<file path="config.mk">
export PLATFORM = sky130hd
export DESIGN_NAME = frame_sequencer_flat
export DESIGN_NICKNAME = d
export VERILOG_FILES = /design/src/rtl/patterns_pkg.sv /design/src/rtl/frame_sequencer_if.sv /design/src/rtl/blank_timer.sv /design/src/rtl/frame_sequencer.sv /design/src/flat_wrapper.sv
export SDC_FILE = /design/constraint.sdc
export NUM_CORES = 1
export LEC_CHECK = 0
export CAP_MARGIN = 20
export CELL_PAD_IN_SITES_DETAIL_PLACEMENT = 1
export CELL_PAD_IN_SITES_GLOBAL_PLACEMENT = 1
export CORE_MARGIN = 5
export CORE_UTILIZATION = 40
export CTS_CLUSTER_DIAMETER = 200
export DETAILED_ROUTE_END_ITERATION = 7
export PLACE_DENSITY = 0.84
export SLEW_MARGIN = 20
export SYNTH_ARGS = -nofsm -noshare
export SYNTH_HDL_FRONTEND = slang
export SYNTH_SLANG_ARGS = --single-unit
export TNS_END_PERCENT = 100
</file>
<file path="constraint.sdc">
create_clock -name clk -period 2.45 [get_ports clk]
set_input_delay 0.3675 -clock clk [delete_from_list [all_inputs] [get_ports clk]]
set_output_delay 0.3675 -clock clk [all_outputs]
set_load 0.005 [all_outputs]
</file>
<file path="src/rtl/patterns_pkg.sv">
// Shared types and defaults for the frame-level pattern sequencing blocks.
package patterns_pkg;

    typedef enum logic [1:0] {
        FS_IDLE   = 2'd0,
        FS_ACTIVE = 2'd1,
        FS_HBLANK = 2'd2,
        FS_VBLANK = 2'd3
    } fs_state_e;

    localparam int LINE_W       = 11;
    localparam int BLANK_W      = 6;
    localparam int DEF_LINES    = 1024;
    localparam int DEF_LINES_TS = 4;
    localparam int DEF_HBLANK   = 16;
    localparam int DEF_VBLANK   = 32;

endpackage

</file>
<file path="src/rtl/frame_sequencer_if.sv">
// Handshake between the frame sequencer and its controller / pixel counter.
interface frame_sequencer_if;
    import patterns_pkg::*;

    logic              run;
    logic              test;
    logic              endLine;
    logic              b12_enb;
    logic [LINE_W-1:0] line_cnt;
    logic              hblank;
    logic              vblank;
    logic              endFrame;
    logic              busy;

    modport master (
        output run, test, endLine,
        input  b12_enb, line_cnt, hblank, vblank, endFrame, busy
    );

    modport slave (
        input  run, test, endLine,
        output b12_enb, line_cnt, hblank, vblank, endFrame, busy
    );

endinterface

</file>
<file path="src/rtl/blank_timer.sv">
// Down-counter timing the horizontal and vertical blanking intervals.
module blank_timer
    import patterns_pkg::*;
(
    input  logic               clk,
    input  logic               rst,
    input  logic               load_i,
    input  logic [BLANK_W-1:0] val_i,
    output logic               done_o
);

    logic [BLANK_W-1:0] cnt_q;
    logic [BLANK_W-1:0] cnt_d;

    // Saturates at zero so done stays asserted while the FSM is elsewhere.
    always_comb begin
        cnt_d = cnt_q;
        if (load_i) begin
            cnt_d = val_i;
        end else if (cnt_q != '0) begin
            cnt_d = cnt_q - 1'b1;
        end
    end

    always_ff @(posedge clk) begin
        if (rst) begin
            cnt_q <= '0;
        end else begin
            cnt_q <= cnt_d;
        end
    end

    assign done_o = (cnt_q == '0);

endmodule

</file>
<file path="src/rtl/frame_sequencer.sv">
// Frame sequencer: gates the pixel counter, counts lines and inserts blanking.
module frame_sequencer
    import patterns_pkg::*;
#(
    parameter int LINES      = DEF_LINES,
    parameter int LINES_TEST = DEF_LINES_TS,
    parameter int HBLANK     = DEF_HBLANK,
    parameter int VBLANK     = DEF_VBLANK
) (
    input  logic               clk,
    input  logic               rst,
    frame_sequencer_if.slave   bus
);

    fs_state_e          state_q;
    logic               test_q;
    logic [LINE_W-1:0]  line_cnt_q;
    logic               b12_enb_q;
    logic               hblank_q;
    logic               vblank_q;
    logic               endFrame_q;
    logic               busy_q;

    logic [LINE_W-1:0]  last_line;
    logic               is_last;
    logic               tmr_load;
    logic [BLANK_W-1:0] tmr_val;
    logic               tmr_done;

    assign last_line = test_q ? LINE_W'(LINES_TEST - 1) : LINE_W'(LINES - 1);
    assign is_last   = (line_cnt_q == last_line);

    // The timer must load on the same edge that leaves ACTIVE, so this stays combinational.
    assign tmr_load = (state_q == FS_ACTIVE) && bus.endLine;
    assign tmr_val  = is_last ? BLANK_W'(VBLANK - 1) : BLANK_W'(HBLANK - 1);

    blank_timer u_blank_timer (
        .clk    (clk),
        .rst    (rst),
        .load_i (tmr_load),
        .val_i  (tmr_val),
        .done_o (tmr_done)
    );

    always_ff @(posedge clk) begin
        if (rst) begin
            state_q    <= FS_IDLE;
            test_q     <= 1'b0;
            line_cnt_q <= '0;
            b12_enb_q  <= 1'b0;
            hblank_q   <= 1'b0;
            vblank_q   <= 1'b0;
            endFrame_q <= 1'b0;
            busy_q     <= 1'b0;
        end else begin
            endFrame_q <= 1'b0;
            case (state_q)
                FS_IDLE: begin
                    if (bus.run) begin
                        state_q    <= FS_ACTIVE;
                        test_q     <= bus.test;
                        line_cnt_q <= '0;
                        b12_enb_q  <= 1'b1;
                        busy_q     <= 1'b1;
                    end
                end
                FS_ACTIVE: begin
                    if (bus.endLine) begin
                        b12_enb_q <= 1'b0;
                        if (is_last) begin
                            state_q    <= FS_VBLANK;
                            vblank_q   <= 1'b1;
                            endFrame_q <= 1'b1;
                        end else begin
                            state_q  <= FS_HBLANK;
                            hblank_q <= 1'b1;
                        end
                    end
                end
                FS_HBLANK: begin
                    if (tmr_done) begin
                        state_q    <= FS_ACTIVE;
                        hblank_q   <= 1'b0;
                        b12_enb_q  <= 1'b1;
                        line_cnt_q <= line_cnt_q + 1'b1;
                    end
                end
                FS_VBLANK: begin
                    if (tmr_done) begin
                        vblank_q   <= 1'b0;
                        line_cnt_q <= '0;
                        if (bus.run) begin
                            state_q   <= FS_ACTIVE;
                            test_q    <= bus.test;
                            b12_enb_q <= 1'b1;
                        end else begin
                            state_q <= FS_IDLE;
                            busy_q  <= 1'b0;
                        end
                    end
                end
                default: state_q <= FS_IDLE;
            endcase
        end
    end

    assign bus.b12_enb  = b12_enb_q;
    assign bus.line_cnt = line_cnt_q;
    assign bus.hblank   = hblank_q;
    assign bus.vblank   = vblank_q;
    assign bus.endFrame = endFrame_q;
    assign bus.busy     = busy_q;

endmodule
</file>
<file path="src/flat_wrapper.sv">
// flat-port wrapper written by rule: the top's interface ports become plain ports
module frame_sequencer_flat import patterns_pkg::*;
#(
    parameter int LINES      = DEF_LINES,
    parameter int LINES_TEST = DEF_LINES_TS,
    parameter int HBLANK     = DEF_HBLANK,
    parameter int VBLANK     = DEF_VBLANK
)
  (clk, rst, bus_run, bus_test, bus_endLine, bus_b12_enb, bus_line_cnt, bus_hblank, bus_vblank, bus_endFrame, bus_busy);
  frame_sequencer_if bus_i ();
  input  logic clk;
  input  logic rst;
  input wire logic [$bits(bus_i.run)-1:0] bus_run;
  input wire logic [$bits(bus_i.test)-1:0] bus_test;
  input wire logic [$bits(bus_i.endLine)-1:0] bus_endLine;
  output wire logic [$bits(bus_i.b12_enb)-1:0] bus_b12_enb;
  output wire logic [$bits(bus_i.line_cnt)-1:0] bus_line_cnt;
  output wire logic [$bits(bus_i.hblank)-1:0] bus_hblank;
  output wire logic [$bits(bus_i.vblank)-1:0] bus_vblank;
  output wire logic [$bits(bus_i.endFrame)-1:0] bus_endFrame;
  output wire logic [$bits(bus_i.busy)-1:0] bus_busy;
  assign bus_i.run = bus_run;
  assign bus_i.test = bus_test;
  assign bus_i.endLine = bus_endLine;
  assign bus_b12_enb = bus_i.b12_enb;
  assign bus_line_cnt = bus_i.line_cnt;
  assign bus_hblank = bus_i.hblank;
  assign bus_vblank = bus_i.vblank;
  assign bus_endFrame = bus_i.endFrame;
  assign bus_busy = bus_i.busy;
  frame_sequencer #(.LINES(LINES), .LINES_TEST(LINES_TEST), .HBLANK(HBLANK), .VBLANK(VBLANK)) u_core (.clk(clk), .rst(rst), .bus(bus_i));
endmodule
</file>
==> results.toml <==
[run_status]
status = "completed"

[synthesis]
syn_area_per_cell_sq_um = 8.32
synth_warnings = 0
synthCells = 171
synth_compound_area_share_pct = 23.0
synth_fa_ha_area_share_pct = 7.04
netlist.area_leader.share_pct = 35.2
syn_area_sq_um = 1420
synth_fp_nets = 184
synth_mux_area_share_pct = 2.11
synth_area_leaders = "dfxtp_1 (35%), a21oi_1 (7.4%), ha_1 (7.0%)"
ys_ff_latch = 25
ys.flop_type = "dfxtp_1"
ys_top_cells_by_count = "dfxtp_1 (25), a21oi_1 (21), nand2_1 (13)"
yosys.cell_types.count = 41
yosys.area_share.xor_xnor_pct = 1.85
async_flop_share_pct = 0
synth_edf_count = 0
synth_top_family_by_area = "simple AND/OR/NAND/NOR gates"
seq_area_frac_synth_pct = 35.2
synth-simple-area-share_pct = 26.6
yosysMostFrequentCell = "dfxtp_1"
synth_top_cell_by_area = "dfxtp_1"

[setup_path]
path_buf_inv = 1
reg2reg_setup_slack_ns = 0.14
arrival_ns = 2.58
crit_path_top_delay_cell = "or4_1"
crit_required_ns = 2.72
cpPeakStageDelay_ns = 0.62
r2r-start = "u_core.state_q[0]"
cp-end-kind = "flop"
path_cells = "inv_1, ha_1, o22ai_1, o2111ai_2, or4_1, a21oi_1"
crit_family = "compound AO/OA/AOI/OAI gates"
r2r_end = "u_core.bus.line_cnt[5]"
crit_path_max_fanout = 17
critPathKind = "flop to flop"
worstSetupStartpointType = "flop"
r2r_cells = 6

[global_route]
use_met1_pct = 22.1
grt_max_degree = 18
grt_pass1_vias = 1457
grt_overflow_total = 0
grt_antenna_before_repair = 0
grt_use_met2_pct = 28.4
grt_pass1_wl_mm = 6.92
grtUsageTotal_pct = 17.0
gr-usage-met3_pct = 2.61
grt.busiest_layer = "met2"

[finish]
fin_area_sq_um = 1720
drive_gt1_share_pct = 6.63
nFillCells = 414
antennaDiodeCount = 0
nets = 210
fin_cells = 242
final_util_pct = 50.8
area_growth_pct = 21.0

[detailed_routing]
drc_errors = 0
first_pass_iters = 4
viasPerCell = 5.89
antenna_left = 0
via_count = 1426
wl_per_cell_um = 16.2
drt_first_iter_violations = 126
totalWireLength_mm = 3.93

[timing]
fmaxAchievable_mhz = 434
min_period_ns = 2.31
period_share_pct = 94.1
fin_hold_ws_ns = 0.519
tightest_slew_ns = 0.650
final_max_slew_viol_count = 0
hold_violations = 0
finClkSkew_ns = 0.00105
rsz0062_at_grt = "false"
finalSetupTns_ns = 0
relSlewSlack_pct = 56.7
setup_violations = 0
worst_slack_ns = 0.145

[pwr]
p_total_mw = 1.73
power_density_nw_per_um2 = 1000
p_leak_nw = 0.633
irDropWorstVdd_mv = 0.616

[floorplan]
fp.dieW_um = 69.6
die-area_sq_um = 4850
core_sq_um = 3390
rows = 21
die_height_um = 69.6
initial_utilization_pct = 42.0
io_pins = 21

[clocking]
ctsHoldBuffers = 0
clkLatencyLatePin_ns = 0.33
clk_path_buf_depth = 2
cts_tree = "yes"
clock-sinks = 25
cts_resized = 0
clk_pin_slew_ns = 0.14
numCtsBuffers = 3
post-cts-setup-buffer-count = 0
htreeDepth = 1
cts-root-buf = "clkbuf_4"

[worst_hold_path]
hold_path_class = "flop to flop"
min_from = "u_core.bus.busy"
hold_path_end = "u_core.bus.busy"
worstHoldPathCells = 2

[place]
io_buffers = 20
dp_slack_ns = 0.200
gp_congestion = 0.842
placedInstanceArea_sq_um = 1700
placed_cells = 238
hpwlAfterDp_mm = 3.07

[job]
drv_cap = 0
## worst max path at each step
stage                                  from                       to  slack [ns]  depth (start not counted)
after global placement              bus_run   u_core.bus.line_cnt[5]        0.28                          5
final                     u_core.state_q[0]   u_core.bus.line_cnt[5]        0.14                          6
after floorplan           u_core.state_q[0]   u_core.bus.line_cnt[8]        0.61                          7
after CTS                 u_core.state_q[0]   u_core.bus.line_cnt[5]        0.17                          6
after detailed placement            bus_run  u_core.bus.line_cnt[10]        0.20                          5
after global routing      u_core.state_q[0]  u_core.bus.line_cnt[10]        0.02                          6
## cells by family after synthesis
| family | count (synthesis) |
|---|---|
| AND/OR/NAND/NOR | 65 |
| AO/OA/AOI/OAI | 53 |
| flip-flops | 25 |
| buffers and inverters | 14 |
| adder cells (fa/ha/maj) | 8 |
| XOR/XNOR | 3 |
| multiplexers | 3 |
## worst min-delay path, cell delays in order (launching register included)
cell and delay (ns):
dfxtp_1 0.34, o21ai_0 0.07, a211oi_1 0.07
## metal layers
layer  up-vias  routed length (um)
met5         -                   0
met4         0                  93
met3        11                 127
met2        29                1830
met1       696                1870
li1        690                   -
## registers in the layout, indices dropped and copies added, names as in the netlist
signal                      flops
u_core.bus.line_cnt            11
u_core.u_blank_timer.cnt_q      6
u_core.state_q                  2
u_core.bus.b12_enb              1
u_core.bus.busy                 1
u_core.bus.endFrame             1
u_core.bus.hblank               1
u_core.bus.vblank               1
u_core.test_q                   1
## power by group
| group | switching (mW) | leakage, nW | internal [mW] | total [mW] |
|---|---|---|---|---|
| Clock | 0.133 | 0.0150 | 0.0639 | 0.197 |
| Combinational | 0.527 | 0.414 | 0.397 | 0.924 |
| Sequential | 0.106 | 0.204 | 0.500 | 0.606 |
| Total | 0.766 | 0.633 | 0.961 | 1.73 |
## cell type report
| type | instances | area (sq um) | area share, % |
|---|---|---|---|
| clock buffer | 4 | 26.3 | 1.53 |
| timing repair buffer | 25 | 238 | 13.8 |
| multi-input combinational | 132 | 862 | 50.1 |
| tap | 46 | 57.6 | 3.34 |
| inverter | 10 | 37.5 | 2.18 |
| sequential | 25 | 500 | 29.1 |
## layout by cell type (no fill, tap or decap), types with 2 or more instances in the layout
| cell | n |
|---|---|
| clkdlybuf4s50_1 | 20 |
| nand3_1 | 4 |
| clkbuf_4 | 3 |
| a21boi_0 | 2 |
| or3_1 | 6 |
| or3b_2 | 2 |
| or4_1 | 3 |
| o31ai_1 | 4 |
| nor2_1 | 9 |
| and2_1 | 3 |
| a21oi_1 | 21 |
| a31oi_1 | 3 |
| mux2i_1 | 3 |
| o22ai_1 | 2 |
| a211oi_1 | 2 |
| nand2_1 | 13 |
| buf_4 | 5 |
| xor2_1 | 2 |
| nor4b_1 | 2 |
| nand2b_1 | 3 |
| ha_1 | 8 |
| a311oi_1 | 2 |
| inv_1 | 10 |
| dfxtp_1 | 25 |
| nand4_1 | 4 |
| and3_1 | 2 |
| o21ai_0 | 11 |
| nor3_1 | 6 |
| and4_1 | 2 |
Note: power is estimated with default switching activity, not from simulation.
